==> src/rtl/gb80_fetch_decoder.sv <==
// gb80_fetch_decoder
//   Multi-byte instruction fetch/decode unit for the GB80 core. Bytes arrive
//   over a valid/ready handshake. The unit collects an optional 0xCB prefix,
//   the opcode byte and up to two little-endian immediate bytes. It then holds
//   one decoded instruction until the sequencer acknowledges it.
//
// Ports
//   i_clk            system clock, rising edge
//   i_reset          synchronous active-low reset
//   i_data_in        instruction byte from the bus
//   i_data_valid     i_data_in holds a byte
//   o_data_ready     a byte is accepted this cycle (low only while holding)
//   o_valid          decoded instruction available
//   i_ack            sequencer consumes the instruction
//   o_opcode_type    0 = base table, 1 = CB-prefixed table
//   o_opcode         opcode byte (the byte after the prefix when prefixed)
//   o_lit_len        number of immediate bytes (0..2)
//   o_literal_value  assembled immediate, little-endian
//   o_addr_A         opcode[5:3], zero-extended
//   o_addr_B         opcode[2:0], zero-extended
module gb80_fetch_decoder #(
  parameter int                    DATA_WIDTH  = 8,
  parameter int                    ADDR_WIDTH  = 3,
  parameter logic [DATA_WIDTH-1:0] PREFIX_CODE = 8'hCB
) (
  input  logic                      i_clk,
  input  logic                      i_reset,
  input  logic [DATA_WIDTH-1:0]     i_data_in,
  input  logic                      i_data_valid,
  output logic                      o_data_ready,
  output logic                      o_valid,
  input  logic                      i_ack,
  output logic                      o_opcode_type,
  output logic [DATA_WIDTH-1:0]     o_opcode,
  output logic [1:0]                o_lit_len,
  output logic [2*DATA_WIDTH-1:0]   o_literal_value,
  output logic [ADDR_WIDTH-1:0]     o_addr_A,
  output logic [ADDR_WIDTH-1:0]     o_addr_B
);

  localparam logic [2:0] S_OPCODE = 3'd0;
  localparam logic [2:0] S_CB     = 3'd1;
  localparam logic [2:0] S_LIT_LO = 3'd2;
  localparam logic [2:0] S_LIT_HI = 3'd3;
  localparam logic [2:0] S_HOLD   = 3'd4;

  logic [2:0]              r_state;
  logic                    r_valid;
  logic                    r_type;
  logic [DATA_WIDTH-1:0]   r_opcode;
  logic [1:0]              r_lit_len;
  logic [2*DATA_WIDTH-1:0] r_literal;
  logic [ADDR_WIDTH-1:0]   r_addr_a;
  logic [ADDR_WIDTH-1:0]   r_addr_b;

  logic                    w_ready;
  logic                    w_xfer;
  logic [1:0]              w_len;

  // Immediate-byte count for a base-table opcode.
  function automatic logic [1:0] f_lit_len(input logic [7:0] op);
    logic [1:0] len;
    case (op)
      8'h01, 8'h11, 8'h21, 8'h31, 8'h08, 8'hC2, 8'hC3, 8'hC4, 8'hCA,
      8'hCC, 8'hCD, 8'hD2, 8'hD4, 8'hDA, 8'hDC, 8'hEA, 8'hFA:
        len = 2'd2;
      8'h18, 8'h20, 8'h28, 8'h30, 8'h38, 8'hC6, 8'hCE, 8'hD6, 8'hDE,
      8'hE6, 8'hEE, 8'hF6, 8'hFE, 8'hE0, 8'hF0, 8'hE8, 8'hF8:
        len = 2'd1;
      default:
        // LD r,d8 family: 00xx_x110
        len = (op[7:6] == 2'b00 && op[2:0] == 3'b110) ? 2'd1 : 2'd0;
    endcase
    return len;
  endfunction

  // Ready depends on state alone, so it never loops back through i_data_valid.
  assign w_ready = (r_state != S_HOLD);
  assign w_xfer  = i_data_valid && w_ready;
  assign w_len   = f_lit_len(i_data_in[7:0]);

  always_ff @(posedge i_clk) begin
    if (!i_reset) begin
      r_state   <= S_OPCODE;
      r_valid   <= 1'b0;
      r_type    <= 1'b0;
      r_opcode  <= '0;
      r_lit_len <= 2'd0;
      r_literal <= '0;
      r_addr_a  <= '0;
      r_addr_b  <= '0;
    end else begin
      case (r_state)
        S_OPCODE: begin
          if (w_xfer) begin
            if (i_data_in == PREFIX_CODE) begin
              r_state <= S_CB;
            end else begin
              r_opcode  <= i_data_in;
              r_type    <= 1'b0;
              r_lit_len <= w_len;
              r_addr_a  <= ADDR_WIDTH'(i_data_in[5:3]);
              r_addr_b  <= ADDR_WIDTH'(i_data_in[2:0]);
              if (w_len == 2'd0) begin
                r_state <= S_HOLD;
                r_valid <= 1'b1;
              end else begin
                r_state <= S_LIT_LO;
              end
            end
          end
        end
        S_CB: begin
          // Any byte here, including another PREFIX_CODE, is the CB-table opcode.
          if (w_xfer) begin
            r_opcode  <= i_data_in;
            r_type    <= 1'b1;
            r_lit_len <= 2'd0;
            r_addr_a  <= ADDR_WIDTH'(i_data_in[5:3]);
            r_addr_b  <= ADDR_WIDTH'(i_data_in[2:0]);
            r_state   <= S_HOLD;
            r_valid   <= 1'b1;
          end
        end
        S_LIT_LO: begin
          if (w_xfer) begin
            r_literal <= {{DATA_WIDTH{1'b0}}, i_data_in};
            if (r_lit_len == 2'd1) begin
              r_state <= S_HOLD;
              r_valid <= 1'b1;
            end else begin
              r_state <= S_LIT_HI;
            end
          end
        end
        S_LIT_HI: begin
          if (w_xfer) begin
            r_literal[2*DATA_WIDTH-1:DATA_WIDTH] <= i_data_in;
            r_state <= S_HOLD;
            r_valid <= 1'b1;
          end
        end
        S_HOLD: begin
          if (i_ack) begin
            r_state <= S_OPCODE;
            r_valid <= 1'b0;
          end
        end
        default: begin
          r_state <= S_OPCODE;
          r_valid <= 1'b0;
        end
      endcase
    end
  end

  assign o_data_ready    = w_ready;
  assign o_valid         = r_valid;
  assign o_opcode_type   = r_type;
  assign o_opcode        = r_opcode;
  assign o_lit_len       = r_lit_len;
  assign o_literal_value = r_literal;
  assign o_addr_A        = r_addr_a;
  assign o_addr_B        = r_addr_b;

endmodule

==> config.mk <==
export PLATFORM = sky130hd
export DESIGN_NAME = gb80_fetch_decoder
export DESIGN_NICKNAME = d
export VERILOG_FILES = /design/src/rtl/gb80_fetch_decoder.sv
export SDC_FILE = /design/constraint.sdc
export NUM_CORES = 1
export LEC_CHECK = 0
export ABC_AREA = 0
export CORE_MARGIN = 2
export CORE_UTILIZATION = 53
export CTS_BUF_LIST = sky130_fd_sc_hd__clkbuf_4 sky130_fd_sc_hd__clkbuf_8
export DETAILED_ROUTE_END_ITERATION = 16
export PLACE_DENSITY = 0.95
export SLEW_MARGIN = 20
export SYNTH_ARGS = -nofsm -noshare
export SYNTH_HDL_FRONTEND = slang
export SYNTH_SLANG_ARGS = --single-unit
==> constraint.sdc <==
create_clock -name i_clk -period 2.4 [get_ports i_clk]
set_input_delay 0.48 -clock i_clk [delete_from_list [all_inputs] [get_ports i_clk]]
set_output_delay 0.48 -clock i_clk [all_outputs]
set_load 0.01 [all_outputs]
## Word level (Yosys, flattened, before mapping)

Index checks and enable logic that the tools add are counted.

| cells by class | value |
|---|---|
| equal/unequal tests | 51 |
| mux-type cells | 39 |
| reductions and logical operators | 15 |

Operators by type and width:

| operator | count |
|---|---|
| 8-bit == test, second input constant | 25 |
| 8-bit by 6-bit == test with 1-bit output, second input constant | 6 |
| 3-bit two-way mux | 13 |
| 17-bit OR reduction | 2 |
| 8-bit case mux with 2 select lines | 2 |
| 8-bit two-way mux | 3 |
| 8-bit by 5-bit == test with 1-bit output, second input constant | 2 |
| 16-bit two-way mux | 1 |
| 2-bit != test, second input constant | 8 |
| 3-bit case mux with 2 select lines | 2 |
| 3-bit case mux with 4 select lines | 1 |
| 1-bit two-way mux | 10 |
| 8-bit by 1-bit == test with 1-bit output, second input constant | 1 |
| 8-bit by 4-bit == test with 1-bit output, second input constant | 1 |
| 2-bit case mux with 2 select lines | 2 |
| 4-bit AND reduction | 2 |
| 7-bit AND reduction | 1 |
| 3-bit by 2-bit == test with 1-bit output, second input constant | 2 |
| 3-bit == test, second input constant | 2 |
| 2-bit two-way mux | 3 |
| 2-bit zero test | 2 |
| 1-bit case mux with 4 select lines | 1 |
| 2-bit nonzero test | 2 |
| 3-bit by 1-bit == test with 1-bit output, second input constant | 1 |
| 9 further kinds | 10 |

| storage, ports and cells | value |
|---|---|
| word-level logic and storage cells | 114 |
| bits of input ports | 12 |
| output and inout bits | 35 |
| register bits | 37 |

## Depth between registers and ports, before layout

Gate-level depths: netlist of run 1.

| logic depth | value |
|---|---|
| word-level depth | 9 |
| gate-level depth with buffers | 7 |
| gate-level depth less buffers | 5 |

## Worst setup path after synthesis of run 1

Ideal clock, no wire load.

| timing path | value |
|---|---|
| path type | input -> register |
| from | in i_data_in[5] |
| to | reg r_opcode[0] (netlist: o_opcode[0]) |
| path slack | 0.696 ns |
| required time | 2.284 ns |
| path buffers | 2 |
| stages | 7 |
| library setup time | 0.116 ns |
| arrival | 1.588 ns |
| path through | buf_4 -> and4bb_4 -> nand3_2 -> o211ai_2 -> buf_6 -> mux2i_1 -> nor2b_1 |

| on the way | value |
|---|---|
| cells in the longest elaborated chain, start to end | 3 |

Ends and longest elaborated chain:

| what | RTL line | text |
|---|---|---|
| start: declaration | 28 | `input logic [DATA_WIDTH-1:0] i_data_in,` |
| 8-bit == test | 96 | `if (i_data_in == PREFIX_CODE) begin` |
| 2-bit != test (no source line) | -- |  |
| 4-bit AND reduction (no source line) | -- |  |
| end signal: assignment | 99 | `r_opcode <= i_data_in;` |
| end signal: assignment | 116 | `r_opcode <= i_data_in;` |
| end: declaration | 50 | `logic [DATA_WIDTH-1:0] r_opcode;` |

Every way passes these cells.
A chain may end at the register's enable or synchronous reset.

## Worst setup path after layout of run 1

| timing path | value |
|---|---|
| from | reg r_state[1] |
| to | out o_data_ready |

| on the way | value |
|---|---|
| cells in the longest elaborated chain, start to end | 1 |

Ends and longest elaborated chain:

| what | RTL line | text |
|---|---|---|
| start: declaration | 47 | `logic [2:0] r_state;` |
| start signal: assignment | 84 | `r_state <= S_OPCODE;` |
| start signal: assignment | 97 | `r_state <= S_CB;` |
| start signal: assignment | 105 | `r_state <= S_HOLD;` |
| 3-bit != test | 78 | `assign w_ready = (r_state != S_HOLD);` |
| end: declaration | 30 | `output logic o_data_ready,` |

Every way passes these cells.

==> impl_results.html, run 1 <==
<table>
<tr><th>Metric</th><th>Value</th></tr>
<tr><th colspan="2">Critical path</th></tr>
<tr><td>Internal reg-to-reg setup slack</td><td>0.88 ns</td></tr>
<tr><td>Top delay family on crit path</td><td>buffers and inverters</td></tr>
<tr><td>Number of cells on the critical path</td><td>3</td></tr>
<tr><td>Crit end category</td><td>primary output</td></tr>
<tr><td>CP max FO</td><td>10</td></tr>
<tr><td>Critical Path AT</td><td>1.58 ns</td></tr>
<tr><td>Buf/Inv on CP</td><td>1</td></tr>
<tr><td>Category of the worst setup path launch point</td><td>flip-flop</td></tr>
<tr><td>Data required time of the worst path</td><td>1.92 ns</td></tr>
<tr><td>Cell type of the slowest stage on the worst timing path</td><td>clkdlybuf4s50_1</td></tr>
<tr><td>Classification of the worst setup path</td><td>flip-flop to primary output</td></tr>
<tr><td>Depth of the worst register-to-register path</td><td>5</td></tr>
<tr><td>Series of cell instances along the critical path</td><td>nor2_1 &gt; nand2_1 &gt; clkdlybuf4s50_1</td></tr>
<tr><td>CP max stage delay</td><td>0.53 ns</td></tr>
<tr><th colspan="2">Power and ir drop</th></tr>
<tr><td>Power spent charging and discharging nets</td><td>about 300 uW</td></tr>
<tr><td>Static power due to leakage</td><td>0.000820 uW</td></tr>
<tr><td>Sw frac</td><td>27.2%</td></tr>
<tr><td>P per Cell Area</td><td>around 500 mW/mm^2</td></tr>
<tr><td>Part of the power in combinational logic</td><td>22.4%</td></tr>
<tr><td>Total Power</td><td>~1100 uW</td></tr>
<tr><td>Share of power burned in registers</td><td>50.1%</td></tr>
<tr><td>Internal power of the cells</td><td>804 uW</td></tr>
<tr><td>Highest ir drop seen on vdd</td><td>0.368 mV</td></tr>
<tr><td>Share of total power in the clock network</td><td>27.4%</td></tr>
<tr><th colspan="2">Synth</th></tr>
<tr><td>Flip-flop and latch count after synthesis</td><td>31</td></tr>
<tr><td>Library cell occupying the most area in the post-synthesis netlist</td><td>dfxtp_1</td></tr>
<tr><td>Most instantiated flip-flop cell in the synthesis netlist</td><td>dfxtp_1</td></tr>
<tr><td>Post-synth net total</td><td>203</td></tr>
<tr><td>Cell types with the highest counts after synthesis</td><td>dfxtp_1, nand2_1, a21boi_1, nor2b_1</td></tr>
<tr><td>Cell area after technology mapping</td><td>around 0.0017 sq mm</td></tr>
<tr><td>Post-Syn Instances</td><td>191</td></tr>
<tr><td>Post-synthesis average cell area</td><td>8.85 sq um</td></tr>
<tr><td>Top post-synthesis cells by area</td><td>dfxtp_1, a21boi_1, nand2_1</td></tr>
<tr><td>Share of synthesized registers carrying an async set or reset</td><td>0%</td></tr>
<tr><td>Synth Warn #</td><td>0</td></tr>
<tr><td>Sequential share of the synthesized area</td><td>36.7%</td></tr>
<tr><td>EDFF count, synth</td><td>0</td></tr>
<tr><td>Top-area cell type share of the netlist area</td><td>36.7%</td></tr>
<tr><td>Count of unique library cells instantiated by Yosys</td><td>47</td></tr>
<tr><th colspan="2">STA</th></tr>
<tr><td>Max-slew violation count</td><td>0</td></tr>
<tr><td>Count of final hold-check violations</td><td>0</td></tr>
<tr><td>Fmax</td><td>0.485 GHz</td></tr>
<tr><td>Relative max-transition margin</td><td>68.7%</td></tr>
<tr><td>RSZ-0062 raised after global routing</td><td>false</td></tr>
<tr><td>Setup violators final</td><td>0</td></tr>
<tr><td>Actual slew at the worst max-slew pin</td><td>~0.47 ns</td></tr>
<tr><td>Clock skew</td><td>around 0.0076 ns</td></tr>
<tr><td>Minimum clock period after layout</td><td>2.06 ns</td></tr>
<tr><td>Fin crit share</td><td>85.8%</td></tr>
<tr><td>Final total negative setup slack</td><td>0 ns</td></tr>
<tr><th colspan="2">Global routing</th></tr>
<tr><td>Number of antenna violations at the first check in global routing</td><td>0</td></tr>
<tr><td>Via count of the first global-routing pass</td><td>1338</td></tr>
<tr><td>GRT Max-Usage Layer</td><td>met2</td></tr>
<tr><td>Overflow left after global routing</td><td>0</td></tr>
<tr><td>Grt met2 use</td><td>35.4%</td></tr>
<tr><td>Pin count of the biggest net entering global routing</td><td>19</td></tr>
<tr><td>Overall track demand over capacity in global routing</td><td>22.5%</td></tr>
<tr><td>M1 GR Usage</td><td>around 29%</td></tr>
<tr><td>Met3 track demand over resource</td><td>under 10%</td></tr>
<tr><td>Wire length of the first global-routing pass</td><td>6040 microns</td></tr>
<tr><th colspan="2">Clock tree</th></tr>
<tr><td>Clock latency on the worst-skew pair</td><td>0.33 ns</td></tr>
<tr><td>CTS tree</td><td>built</td></tr>
<tr><td>Cells resized by post-CTS repair</td><td>0</td></tr>
<tr><td>Buffers inserted during post-CTS setup optimization</td><td>0</td></tr>
<tr><td>Clock tree sinks</td><td>31</td></tr>
<tr><td>CTS max path bufs</td><td>2</td></tr>
<tr><td>Hold bufs inserted after CTS</td><td>0</td></tr>
<tr><td>Clock-pin slew on the worst setup and hold paths</td><td>0.09 ns</td></tr>
<tr><td>Number of buffers inserted during clock tree synthesis</td><td>5</td></tr>
<tr><td>Root Buffer Master</td><td>clkbuf_4</td></tr>
<tr><td>CTS H-tree lvls</td><td>2</td></tr>
<tr><th colspan="2">Floorplan</th></tr>
<tr><td>Starting utilization of the core area</td><td>55.4%</td></tr>
<tr><td>Vert. Die Dim</td><td>60.5 microns</td></tr>
<tr><td>Floorplan Core Area</td><td>between 0.003 and 0.004 sq mm</td></tr>
<tr><td>Row cnt</td><td>20</td></tr>
<tr><td>Horizontal die dimension</td><td>a little over 60 microns</td></tr>
<tr><td>Number of placed I/O pins</td><td>47</td></tr>
<tr><td>Die Area</td><td>0.00366 sq mm</td></tr>
<tr><th colspan="2">Routing</th></tr>
<tr><td>Routed wire length per instance</td><td>13.4 microns</td></tr>
<tr><td>Wirelength, routed</td><td>3790 microns</td></tr>
<tr><td>Detailed Routing Iterations Pass 1</td><td>4</td></tr>
<tr><td>Total number of vias</td><td>1534</td></tr>
<tr><td>Number of remaining DRC errors</td><td>0</td></tr>
<tr><td>Number of design-rule violations left by the first detailed-router iteration</td><td>34</td></tr>
<tr><td>Per-cell via count in the routed design</td><td>about 5.4</td></tr>
<tr><td>Residual antenna-violating net count after detailed routing</td><td>0</td></tr>
<tr><th colspan="2">Layout</th></tr>
<tr><td>Number of fill cells in the layout</td><td>244</td></tr>
<tr><td>Final #Nets</td><td>250</td></tr>
<tr><td>Number of antenna repair diodes</td><td>0</td></tr>
<tr><td>Layout cell share with drive strength beyond 1</td><td>between 10% and 20%</td></tr>
<tr><td>Area overhead of the layout relative to synthesis</td><td>30.1%</td></tr>
<tr><th colspan="2">Place</th></tr>
<tr><td>Detailed placement HPWL</td><td>approximately 2900 microns</td></tr>
<tr><td>Port bufs</td><td>46</td></tr>
<tr><td>Routability congestion estimate from global placement</td><td>around 0.93</td></tr>
<tr><th colspan="2">Worst hold path</th></tr>
<tr><td>Class of the tightest hold or removal check</td><td>flip-flop to flip-flop</td></tr>
<tr><td>Hold Path Cell Cnt</td><td>2</td></tr>
<tr><th colspan="2">Job</th></tr>
<tr><td>Max-cap violation count</td><td>0</td></tr>
<tr><th colspan="2">Status</th></tr>
<tr><td>Result of the run</td><td>complete, no violations</td></tr>
</table>
## per-stage QoR
step	std cells	util (%)	hold slack (ns)	setup slack (ns)	cell area, sq um
2_1_floorplan	191	-	0.465	0.696	1690
3_3_place_gp	275	70.2	0.428	0.108	2140
3_5_place_dp	275	70.2	0.444	0.0532	2140
4_1_cts	282	72.0	0.457	0.327	2200
5_1_grt	282	72.0	0.475	0.235	2200
6_report	282	72.0	0.451	0.340	2200
## sequential cells by signal, summed over array words and instances, names as in the netlist
| signal | count |
|---|---|
| o_literal_value | 16 |
| o_valid | 1 |
| o_lit_len | 2 |
| r_state | 3 |
| o_opcode | 8 |
| o_opcode_type | 1 |
## placed cells by master (no fill, tap or decap), types with 4 or more instances in the layout
cell type / count
a21boi_1: 17
and2_1: 5
buf_4: 15
clkbuf_4: 5
clkdlybuf4s50_1: 46
dfxtp_1: 31
mux2i_1: 9
nand2_1: 31
nand2b_1: 4
nand3_1: 9
nor2_1: 7
nor2b_1: 11
## final cells by class
type / count / area [sq um] / share of cell area, %
flip-flops and latches: 31 / 621 / 28.2
inverters: 3 / 11.3 / 0.512
well taps: 44 / 55.1 / 2.50
clock inverters: 1 / 5.00 / 0.228
clock buffers: 6 / 51.3 / 2.33
repair buffers: 61 / 573 / 26.1
multi-input cells: 136 / 883 / 40.2
## layer usage
layer / vias up / routed length, microns / part of all wire (%)
li1: 749 / - / -
met1: 726 / 1650 / 44
met2: 55 / 1880 / 49
met3: 4 / 197 / 5.2
met4: 0 / 65 / 1.7
met5: - / 0 / 0
## power by group through the flow
stage               clock network [uW]  logic, uW  registers, uW
floorplan                            0        149            570
global placement                     0        242            565
detailed placement                   0        247            566
CTS                                318        248            554
global route                       336        268            557
finish                             303        248            554
## logic make-up (layout without fill, tap and decap cells)
logic type                count (synthesis)  count (layout)  share of synthesized area (%)
AOI/OAI and AO/OA                        41              41                           19.3
xor gates and xnor gates                  1               1                          0.518
buffers and inverters                    24              71                           11.0
DFF                                      31              31                           36.7
muxes                                     9               9                           5.33
and+or+nand+nor                          85              85                           27.1
## worst paths after layout
kind                       from             to
setup / recovery     r_state[1]   o_data_ready
hold / removal    o_opcode_type  o_opcode_type
setup reg to reg     r_state[1]   o_lit_len[1]
hold reg to reg   o_opcode_type  o_opcode_type
## tightest hold or removal path: stages, from the launching register on
cell     delay [ns]
dfxtp_1        0.32
inv_1          0.05
a21oi_1        0.05
Note: power is estimated with default switching activity, not from simulation.
==> run 2, diff against run 1 <==
CORE_UTILIZATION = 65   (was 53)
CTS_CLUSTER_SIZE = 28   (was default)
DONT_BUFFER_PORTS = 1   (was default)
PLACE_DENSITY = 0.89   (was 0.95)
REMOVE_ABC_BUFFERS = 1   (was default)
==> run 2 against run 1 <==
- sequential share of layout area grew 9.6 points
- flip-flop and latch count did not move
- setup slack improved by 0.29 ns
- core utilization decreased by 5.9 points
- sequential power grew 3%
- cell count fell by 26%
- highest routed layer unchanged
==> impl_results.html, run 2 (synthesis results as in run 1) <==
<table>
<tr><th>Metric</th><th>Value</th></tr>
<tr><th colspan="2">Status</th></tr>
<tr><td>Result of the run</td><td>complete, no violations (unchanged)</td></tr>
<tr><th colspan="2">Routing</th></tr>
<tr><td>Detailed Routing Iterations Pass 1</td><td>4 (unchanged)</td></tr>
<tr><td>Routed wire length per instance</td><td>16.6 microns (was 13.4 microns)</td></tr>
<tr><td>Per-cell via count in the routed design</td><td>6.18 (was 5.44)</td></tr>
<tr><td>Number of remaining DRC errors</td><td>0 (unchanged)</td></tr>
<tr><td>Residual antenna-violating net count after detailed routing</td><td>0 (unchanged)</td></tr>
<tr><td>Total number of vias</td><td>1286 (was 1534)</td></tr>
<tr><td>Number of design-rule violations left by the first detailed-router iteration</td><td>49 (was 34)</td></tr>
<tr><td>Wirelength, routed</td><td>3450 microns (was 3790 microns)</td></tr>
<tr><th colspan="2">STA</th></tr>
<tr><td>Max-slew violation count</td><td>0 (unchanged)</td></tr>
<tr><td>RSZ-0062 raised after global routing</td><td>false (unchanged)</td></tr>
<tr><td>Fin crit share</td><td>73.9% (was 85.8%)</td></tr>
<tr><td>Relative max-transition margin</td><td>54.2% (was 68.7%)</td></tr>
<tr><td>Fmax</td><td>0.564 GHz (was 0.485 GHz)</td></tr>
<tr><td>Minimum clock period after layout</td><td>1.77 ns (was 2.06 ns)</td></tr>
<tr><td>Clock skew</td><td>0.0163 ns (was 0.00761 ns)</td></tr>
<tr><td>Setup violators final</td><td>0 (unchanged)</td></tr>
<tr><td>Setup slack of the critical path after layout</td><td>0.627 ns (was 0.340 ns)</td></tr>
<tr><td>Count of final hold-check violations</td><td>0 (unchanged)</td></tr>
<tr><td>Final total negative setup slack</td><td>0 ns (unchanged)</td></tr>
<tr><td>Actual slew at the worst max-slew pin</td><td>0.686 ns (was 0.468 ns)</td></tr>
<tr><th colspan="2">Global routing</th></tr>
<tr><td>Overflow left after global routing</td><td>0 (unchanged)</td></tr>
<tr><td>Number of antenna violations at the first check in global routing</td><td>0 (unchanged)</td></tr>
<tr><td>Pin count of the biggest net entering global routing</td><td>33 (was 19)</td></tr>
<tr><td>Wire length of the first global-routing pass</td><td>5200 microns (was 6040 microns)</td></tr>
<tr><td>Overall track demand over capacity in global routing</td><td>24.4% (was 22.5%)</td></tr>
<tr><td>Via count of the first global-routing pass</td><td>1181 (was 1338)</td></tr>
<tr><th colspan="2">Floorplan</th></tr>
<tr><td>Horizontal die dimension</td><td>55.0 microns (was 60.5 microns)</td></tr>
<tr><td>Vert. Die Dim</td><td>55.0 microns (was 60.5 microns)</td></tr>
<tr><td>Number of placed I/O pins</td><td>47 (unchanged)</td></tr>
<tr><td>Floorplan Core Area</td><td>0.00248 sq mm (was 0.00305 sq mm)</td></tr>
<tr><td>Die Area</td><td>0.00302 sq mm (was 0.00366 sq mm)</td></tr>
<tr><td>Starting utilization of the core area</td><td>68.2% (was 55.4%)</td></tr>
<tr><td>Row cnt</td><td>18 (was 20)</td></tr>
<tr><th colspan="2">Place</th></tr>
<tr><td>Routability congestion estimate from global placement</td><td>0.880 (was 0.935)</td></tr>
<tr><td>Port bufs</td><td>0 (was 46)</td></tr>
<tr><td>Detailed placement HPWL</td><td>2410 microns (was 2880 microns)</td></tr>
<tr><td>Worst slack at placement</td><td>0.481 ns (was 0.0532 ns)</td></tr>
<tr><th colspan="2">Layout</th></tr>
<tr><td>Area overhead of the layout relative to synthesis</td><td>-3.03% (was 30.1%)</td></tr>
<tr><td>Number of antenna repair diodes</td><td>0 (unchanged)</td></tr>
<tr><td>Max reg flops</td><td>16 (unchanged)</td></tr>
<tr><td>Number of fill cells in the layout</td><td>211 (was 244)</td></tr>
<tr><td>Final #Nets</td><td>189 (was 250)</td></tr>
<tr><td>Multi-input gate area in the final layout</td><td>883 sq um (unchanged)</td></tr>
<tr><td>Top library cells by usage in the layout, fill and taps aside</td><td>nand2_1, dfxtp_1, a21boi_1 (was clkdlybuf4s50_1, nand2_1, dfxtp_1)</td></tr>
<tr><td>Layout cell share with drive strength beyond 1</td><td>10.7% (was 13.9%)</td></tr>
<tr><td>Combined flip-flop and latch cell area</td><td>621 sq um (unchanged)</td></tr>
<tr><th colspan="2">Clock tree</th></tr>
<tr><td>Number of buffers inserted during clock tree synthesis</td><td>5 (unchanged)</td></tr>
<tr><td>CTS H-tree lvls</td><td>2 (unchanged)</td></tr>
<tr><td>Buffers inserted during post-CTS setup optimization</td><td>0 (unchanged)</td></tr>
<tr><td>Cells resized by post-CTS repair</td><td>0 (unchanged)</td></tr>
<tr><td>CTS max path bufs</td><td>2 (unchanged)</td></tr>
<tr><td>Clock latency on the worst-skew pair</td><td>0.34 ns (was 0.33 ns)</td></tr>
<tr><td>Root Buffer Master</td><td>clkbuf_4 (unchanged)</td></tr>
<tr><td>Clock tree sinks</td><td>31 (unchanged)</td></tr>
<tr><td>CTS tree</td><td>built (unchanged)</td></tr>
<tr><td>Hold bufs inserted after CTS</td><td>0 (unchanged)</td></tr>
<tr><td>Clock-pin slew on the worst setup and hold paths</td><td>0.10 ns (was 0.09 ns)</td></tr>
<tr><th colspan="2">Critical path</th></tr>
<tr><td>Critical Path AT</td><td>1.29 ns (was 1.58 ns)</td></tr>
<tr><td>Timing endpoint of the critical path</td><td>o_data_ready (unchanged)</td></tr>
<tr><td>Internal reg-to-reg setup slack</td><td>0.76 ns (was 0.88 ns)</td></tr>
<tr><td>Cell type of the slowest stage on the worst timing path</td><td>dfxtp_1 (was clkdlybuf4s50_1)</td></tr>
<tr><td>Crit end category</td><td>primary output (unchanged)</td></tr>
<tr><td>Buf/Inv on CP</td><td>0 (was 1)</td></tr>
<tr><td>CP max FO</td><td>18 (was 10)</td></tr>
<tr><td>Endpoint of the lowest-slack register-to-register path</td><td>o_literal_value[5] (was o_lit_len[1])</td></tr>
<tr><td>Reg2Reg Launch Point</td><td>r_state[2] (was r_state[1])</td></tr>
<tr><td>Category of the worst setup path launch point</td><td>flip-flop (unchanged)</td></tr>
<tr><td>Data required time of the worst path</td><td>1.92 ns (about the same)</td></tr>
<tr><td>Critical Path Start</td><td>r_state[0] (was r_state[1])</td></tr>
<tr><td>Number of cells on the critical path</td><td>2 (was 3)</td></tr>
<tr><td>Top delay family on crit path</td><td>flip-flops (was buffers and inverters)</td></tr>
<tr><td>Classification of the worst setup path</td><td>flip-flop to primary output (unchanged)</td></tr>
<tr><td>CP max stage delay</td><td>0.68 ns (was 0.53 ns)</td></tr>
<tr><td>Depth of the worst register-to-register path</td><td>5 (unchanged)</td></tr>
<tr><td>Series of cell instances along the critical path</td><td>nor2_1 &gt; nand2_1 (was nor2_1 &gt; nand2_1 &gt; clkdlybuf4s50_1)</td></tr>
<tr><th colspan="2">Job</th></tr>
<tr><td>Max-cap violation count</td><td>0 (unchanged)</td></tr>
<tr><th colspan="2">Power and ir drop</th></tr>
<tr><td>Static power due to leakage</td><td>0.000596 uW (was 0.000820 uW)</td></tr>
<tr><td>Highest ir drop seen on vdd</td><td>0.601 mV (was 0.368 mV)</td></tr>
<tr><td>P per Cell Area</td><td>681 mW/mm^2 (was 502 mW/mm^2)</td></tr>
<tr><th colspan="2">Worst hold path</th></tr>
<tr><td>Class of the tightest hold or removal check</td><td>primary input to flip-flop (was flip-flop to flip-flop)</td></tr>
</table>
==> run 2: stage by stage <==
step	hold WS (ns)	util, %	std cells	total power (uW)	area (sq um)
3_5_place_dp	0.497	62.7	200	699	1550
6_report	0.259	66.2	208	1120	1640
5_1_grt	0.253	66.2	208	1160	1640
3_3_place_gp	0.478	62.7	200	691	1550
2_1_floorplan	0.465	-	170	677	1520
4_1_cts	0.255	66.2	208	1120	1640
==> run 2: report_power, final <==
part / total, uW / switching (uW) / internal, uW
clock: 430 / 184 / 246
sequential: 571 / 35.1 / 536
combinational: 116 / 59.3 / 56.9
==> run 2: per-layer routing <==
| layer | wire length (microns) | vias up | global-route usage (%) |
|---|---|---|---|
| met3 | 302 | 11 | 9.68 |
| met1 | 1450 | 601 | 28.6 |
| met2 | 1610 | 48 | 37.9 |
| met4 | 82 | 0 | 13.0 |
| li1 | - | 626 | - |
| met5 | 0 | - | 0 |
==> run 2: how the worst min path moves through the flow <==
stage / start / cells after the start / endpoint / slack [ns]
after floorplan: o_opcode_type / 2 / o_opcode_type / 0.46
after global placement: o_opcode_type / 2 / o_opcode_type / 0.48
after detailed placement: o_literal_value[12] / 2 / o_literal_value[12] / 0.50
after CTS: i_data_in[1] / 2 / o_literal_value[1] / 0.26
after global routing: i_data_in[1] / 2 / o_literal_value[1] / 0.25
final: i_data_in[1] / 2 / o_literal_value[1] / 0.26
==> run 2: final cells by class <==
class	count	area share, %
well taps	30	2.29
multi-input cells	136	53.9
clock inverters	2	2.14
flip-flops and latches	31	37.9
inverters	3	0.687
clock buffers	6	3.13
==> run 3, diff against run 2 <==
CORE_UTILIZATION = 59   (was 65)
PLACE_DENSITY = 0.86   (was 0.89)
clock period = 1.5 ns   (was 2.4 ns; I/O delays follow)
==> run 3 against run 2 <==
- setup slack worse by 0.58 ns
- flip-flop and latch count stayed put
- clock skew is 0.0064 ns lower
- via count is 5.8% higher
- largest power group unchanged
==> impl_results.html, run 3 (synthesis results as in run 1) <==
<table>
<tr><th>Metric</th><th>Value</th></tr>
<tr><th colspan="2">Critical path</th></tr>
<tr><td>Internal reg-to-reg setup slack</td><td>0.05 ns (was 0.76 ns)</td></tr>
<tr><td>Depth of the worst register-to-register path</td><td>5 (unchanged)</td></tr>
<tr><td>Series of cell instances along the critical path</td><td>or3_4 &gt; a31oi_2 &gt; nand2_1 &gt; a21o_1 &gt; a21boi_1 (was nor2_1 &gt; nand2_1)</td></tr>
<tr><td>Critical Path AT</td><td>1.73 ns (was 1.29 ns)</td></tr>
<tr><td>Category of the worst setup path launch point</td><td>flip-flop (unchanged)</td></tr>
<tr><td>Buf/Inv on CP</td><td>0 (unchanged)</td></tr>
<tr><td>Classification of the worst setup path</td><td>flip-flop to flip-flop (was flip-flop to primary output)</td></tr>
<tr><td>Top delay family on crit path</td><td>simple AND/OR/NAND/NOR gates (was flip-flops)</td></tr>
<tr><td>Reg2Reg Launch Point</td><td>r_state[2] (unchanged)</td></tr>
<tr><td>Crit end category</td><td>flip-flop (was primary output)</td></tr>
<tr><td>CP max stage delay</td><td>0.39 ns (was 0.68 ns)</td></tr>
<tr><td>Data required time of the worst path</td><td>1.78 ns (was 1.92 ns)</td></tr>
<tr><td>CP max FO</td><td>8 (was 18)</td></tr>
<tr><td>Cell type of the slowest stage on the worst timing path</td><td>or3_4 (was dfxtp_1)</td></tr>
<tr><td>Endpoint of the lowest-slack register-to-register path</td><td>o_lit_len[1] (was o_literal_value[5])</td></tr>
<tr><th colspan="2">Power and ir drop</th></tr>
<tr><td>Highest ir drop seen on vdd</td><td>0.935 mV (was 0.601 mV)</td></tr>
<tr><td>Total Power</td><td>1820 uW (was 1120 uW)</td></tr>
<tr><td>Static power due to leakage</td><td>0.000642 uW (was 0.000596 uW)</td></tr>
<tr><td>P per Cell Area</td><td>1050 mW/mm^2 (was 681 mW/mm^2)</td></tr>
<tr><th colspan="2">STA</th></tr>
<tr><td>Clock skew</td><td>0.00992 ns (was 0.0163 ns)</td></tr>
<tr><td>Actual slew at the worst max-slew pin</td><td>0.383 ns (was 0.686 ns)</td></tr>
<tr><td>Fin crit share</td><td>96.7%</td></tr>
<tr><td>Relative max-transition margin</td><td>74.3% (was 54.2%)</td></tr>
<tr><td>Setup slack of the critical path after layout</td><td>0.0489 ns (was 0.627 ns)</td></tr>
<tr><td>Minimum clock period after layout</td><td>1.45 ns</td></tr>
<tr><td>RSZ-0062 raised after global routing</td><td>false (unchanged)</td></tr>
<tr><td>Setup violators final</td><td>0 (unchanged)</td></tr>
<tr><td>Final total negative setup slack</td><td>0 ns (unchanged)</td></tr>
<tr><td>Fmax</td><td>just under 0.7 GHz</td></tr>
<tr><td>Max-slew violation count</td><td>0 (unchanged)</td></tr>
<tr><td>Count of final hold-check violations</td><td>0 (unchanged)</td></tr>
<tr><th colspan="2">Clock tree</th></tr>
<tr><td>Clock latency on the worst-skew pair</td><td>0.34 ns (about the same)</td></tr>
<tr><td>Buffers inserted during post-CTS setup optimization</td><td>0 (unchanged)</td></tr>
<tr><td>CTS max path bufs</td><td>2 (unchanged)</td></tr>
<tr><td>Root Buffer Master</td><td>clkbuf_4 (unchanged)</td></tr>
<tr><td>CTS H-tree lvls</td><td>2 (unchanged)</td></tr>
<tr><td>Number of buffers inserted during clock tree synthesis</td><td>5 (unchanged)</td></tr>
<tr><td>Clock tree sinks</td><td>31 (unchanged)</td></tr>
<tr><td>Clock-pin slew on the worst setup and hold paths</td><td>0.10 ns (about the same)</td></tr>
<tr><td>CTS tree</td><td>built (unchanged)</td></tr>
<tr><th colspan="2">Floorplan</th></tr>
<tr><td>Floorplan Core Area</td><td>0.00273 sq mm (was 0.00248 sq mm)</td></tr>
<tr><td>Row cnt</td><td>19 (was 18)</td></tr>
<tr><td>Starting utilization of the core area</td><td>61.8% (was 68.2%)</td></tr>
<tr><td>Vert. Die Dim</td><td>57.5 microns (was 55.0 microns)</td></tr>
<tr><td>Die Area</td><td>0.00331 sq mm (was 0.00302 sq mm)</td></tr>
<tr><td>Number of placed I/O pins</td><td>47 (unchanged)</td></tr>
<tr><td>Horizontal die dimension</td><td>57.5 microns (was 55.0 microns)</td></tr>
<tr><th colspan="2">Layout</th></tr>
<tr><td>Final cell count without fillers</td><td>217 (was 208)</td></tr>
<tr><td>Layout cell share with drive strength beyond 1</td><td>17.2% (was 10.7%)</td></tr>
<tr><td>Max reg flops</td><td>16 (unchanged)</td></tr>
<tr><td>Final #Nets</td><td>197 (was 189)</td></tr>
<tr><td>Leading cell type in the layout, fill and taps excluded</td><td>nand2_1</td></tr>
<tr><td>Multi-input gate area in the final layout</td><td>900 sq um (was 883 sq um)</td></tr>
<tr><td>Number of fill cells in the layout</td><td>218 (was 211)</td></tr>
<tr><td>Top library cells by usage in the layout, fill and taps aside</td><td>nand2_1, dfxtp_1, a21boi_1 (unchanged)</td></tr>
<tr><td>Finished Cell Area</td><td>0.00173 sq mm (was 0.00164 sq mm)</td></tr>
<tr><td>Number of antenna repair diodes</td><td>0 (unchanged)</td></tr>
<tr><td>Combined flip-flop and latch cell area</td><td>622 sq um (was 621 sq um)</td></tr>
<tr><td>Area overhead of the layout relative to synthesis</td><td>2.37% (was -3.03%)</td></tr>
<tr><th colspan="2">Worst hold path</th></tr>
<tr><td>Startpoint of the tightest hold check path</td><td>i_reset (was i_data_in[1])</td></tr>
<tr><td>Hold Path Cell Cnt</td><td>2 (unchanged)</td></tr>
<tr><td>Min-Delay Endpoint</td><td>o_opcode_type (was o_literal_value[1])</td></tr>
<tr><td>Class of the tightest hold or removal check</td><td>primary input to flip-flop (unchanged)</td></tr>
<tr><th colspan="2">Global routing</th></tr>
<tr><td>Pin count of the biggest net entering global routing</td><td>33 (unchanged)</td></tr>
<tr><td>Overflow left after global routing</td><td>0 (unchanged)</td></tr>
<tr><td>Overall track demand over capacity in global routing</td><td>23.2% (was 24.4%)</td></tr>
<tr><td>Number of antenna violations at the first check in global routing</td><td>0 (unchanged)</td></tr>
<tr><td>Via count of the first global-routing pass</td><td>1279 (was 1181)</td></tr>
<tr><td>Wire length of the first global-routing pass</td><td>5810 microns (was 5200 microns)</td></tr>
<tr><th colspan="2">Routing</th></tr>
<tr><td>Per-cell via count in the routed design</td><td>6.27 (was 6.18)</td></tr>
<tr><td>Uppermost metal layer occupied by signal nets</td><td>met4 (unchanged)</td></tr>
<tr><td>Met2 WL post-DR</td><td>1900 microns (was 1610 microns)</td></tr>
<tr><td>Residual antenna-violating net count after detailed routing</td><td>0 (unchanged)</td></tr>
<tr><td>Number of design-rule violations left by the first detailed-router iteration</td><td>56 (was 49)</td></tr>
<tr><td>Routed wire length per instance</td><td>17.1 microns (was 16.6 microns)</td></tr>
<tr><td>Total number of vias</td><td>1361 (was 1286)</td></tr>
<tr><td>Number of remaining DRC errors</td><td>0 (unchanged)</td></tr>
<tr><td>Detailed Routing Iterations Pass 1</td><td>5 (was 4)</td></tr>
<tr><td>Wirelength, routed</td><td>3710 microns (was 3450 microns)</td></tr>
<tr><td>Met3 Wirelength</td><td>324 microns (was 302 microns)</td></tr>
<tr><td>M1 wire length</td><td>1430 microns (was 1450 microns)</td></tr>
<tr><th colspan="2">Status</th></tr>
<tr><td>Result of the run</td><td>complete, no violations (unchanged)</td></tr>
<tr><th colspan="2">Job</th></tr>
<tr><td>Max-cap violation count</td><td>0 (unchanged)</td></tr>
<tr><th colspan="2">Place</th></tr>
<tr><td>Port bufs</td><td>0 (unchanged)</td></tr>
<tr><td>Post-Place Cell Area</td><td>0.00163 sq mm (was 0.00155 sq mm)</td></tr>
<tr><td>Worst slack at placement</td><td>-0.0233 ns (was 0.481 ns)</td></tr>
<tr><td>Routability congestion estimate from global placement</td><td>0.876 (was 0.880)</td></tr>
<tr><td>Detailed placement HPWL</td><td>2630 microns (was 2410 microns)</td></tr>
<tr><td>Placed Instances</td><td>209 (was 200)</td></tr>
</table>
==> run 3: how the worst max path moves through the flow <==
stage | from | to | slack [ns] | cells after the start
final | r_state[2] | o_lit_len[1] | 0.05 | 5
after global routing | r_state[2] | o_lit_len[1] | 0.009 | 5
after CTS | r_state[2] | o_lit_len[1] | 0.02 | 5
after detailed placement | i_data_in[5] | r_state[1] | -0.02 | 5
after global placement | i_data_in[4] | o_opcode[4] | 0.01 | 6
after floorplan | i_data_in[4] | o_opcode[0] | -0.06 | 5
==> run 3: what timing repair did <==
item	CTS	global route
hold buffers	0	0
resized for setup	1	4
setup endpoints to repair	2	5
==> run 3: per-layer routing <==
metal / up-vias / GRT usage (%)
li1: 645 / -
met1: 652 / 25.5
met2: 56 / 38.6
met3: 8 / 10.7
met4: 0 / 9.30
met5: - / 0
==> run 3: worst reg2reg max path, delay by kind of cell (launching register included) <==
family,cells,cell delay [ns]
simple gates,2,0.53
compound gates,3,0.49
flops,1,0.37
==> run 3: through the flow <==
| stage | hold WS (ns) | util (%) |
|---|---|---|
| final | 0.0671 | 63.3 |
| after global placement | 0.423 | 59.5 |
| after CTS | 0.0548 | 62.9 |
| after detailed placement | 0.424 | 59.5 |
| after global routing | 0.0687 | 63.3 |
| after floorplan | 0.416 | - |
==> run 3: final cells by class <==
type	count	area share, %
inverters	3	0.651
well taps	31	2.24
flip-flops and latches	31	35.9
clock buffers	6	2.96
repair buffers	8	4.19
multi-input cells	136	52.0
clock inverters	2	2.02
==> run 3: report_power, final <==
part	total (uW)	internal [uW]	switching, uW
clock	680	394	286
combinational	230	118	112
sequential	910	858	52.0
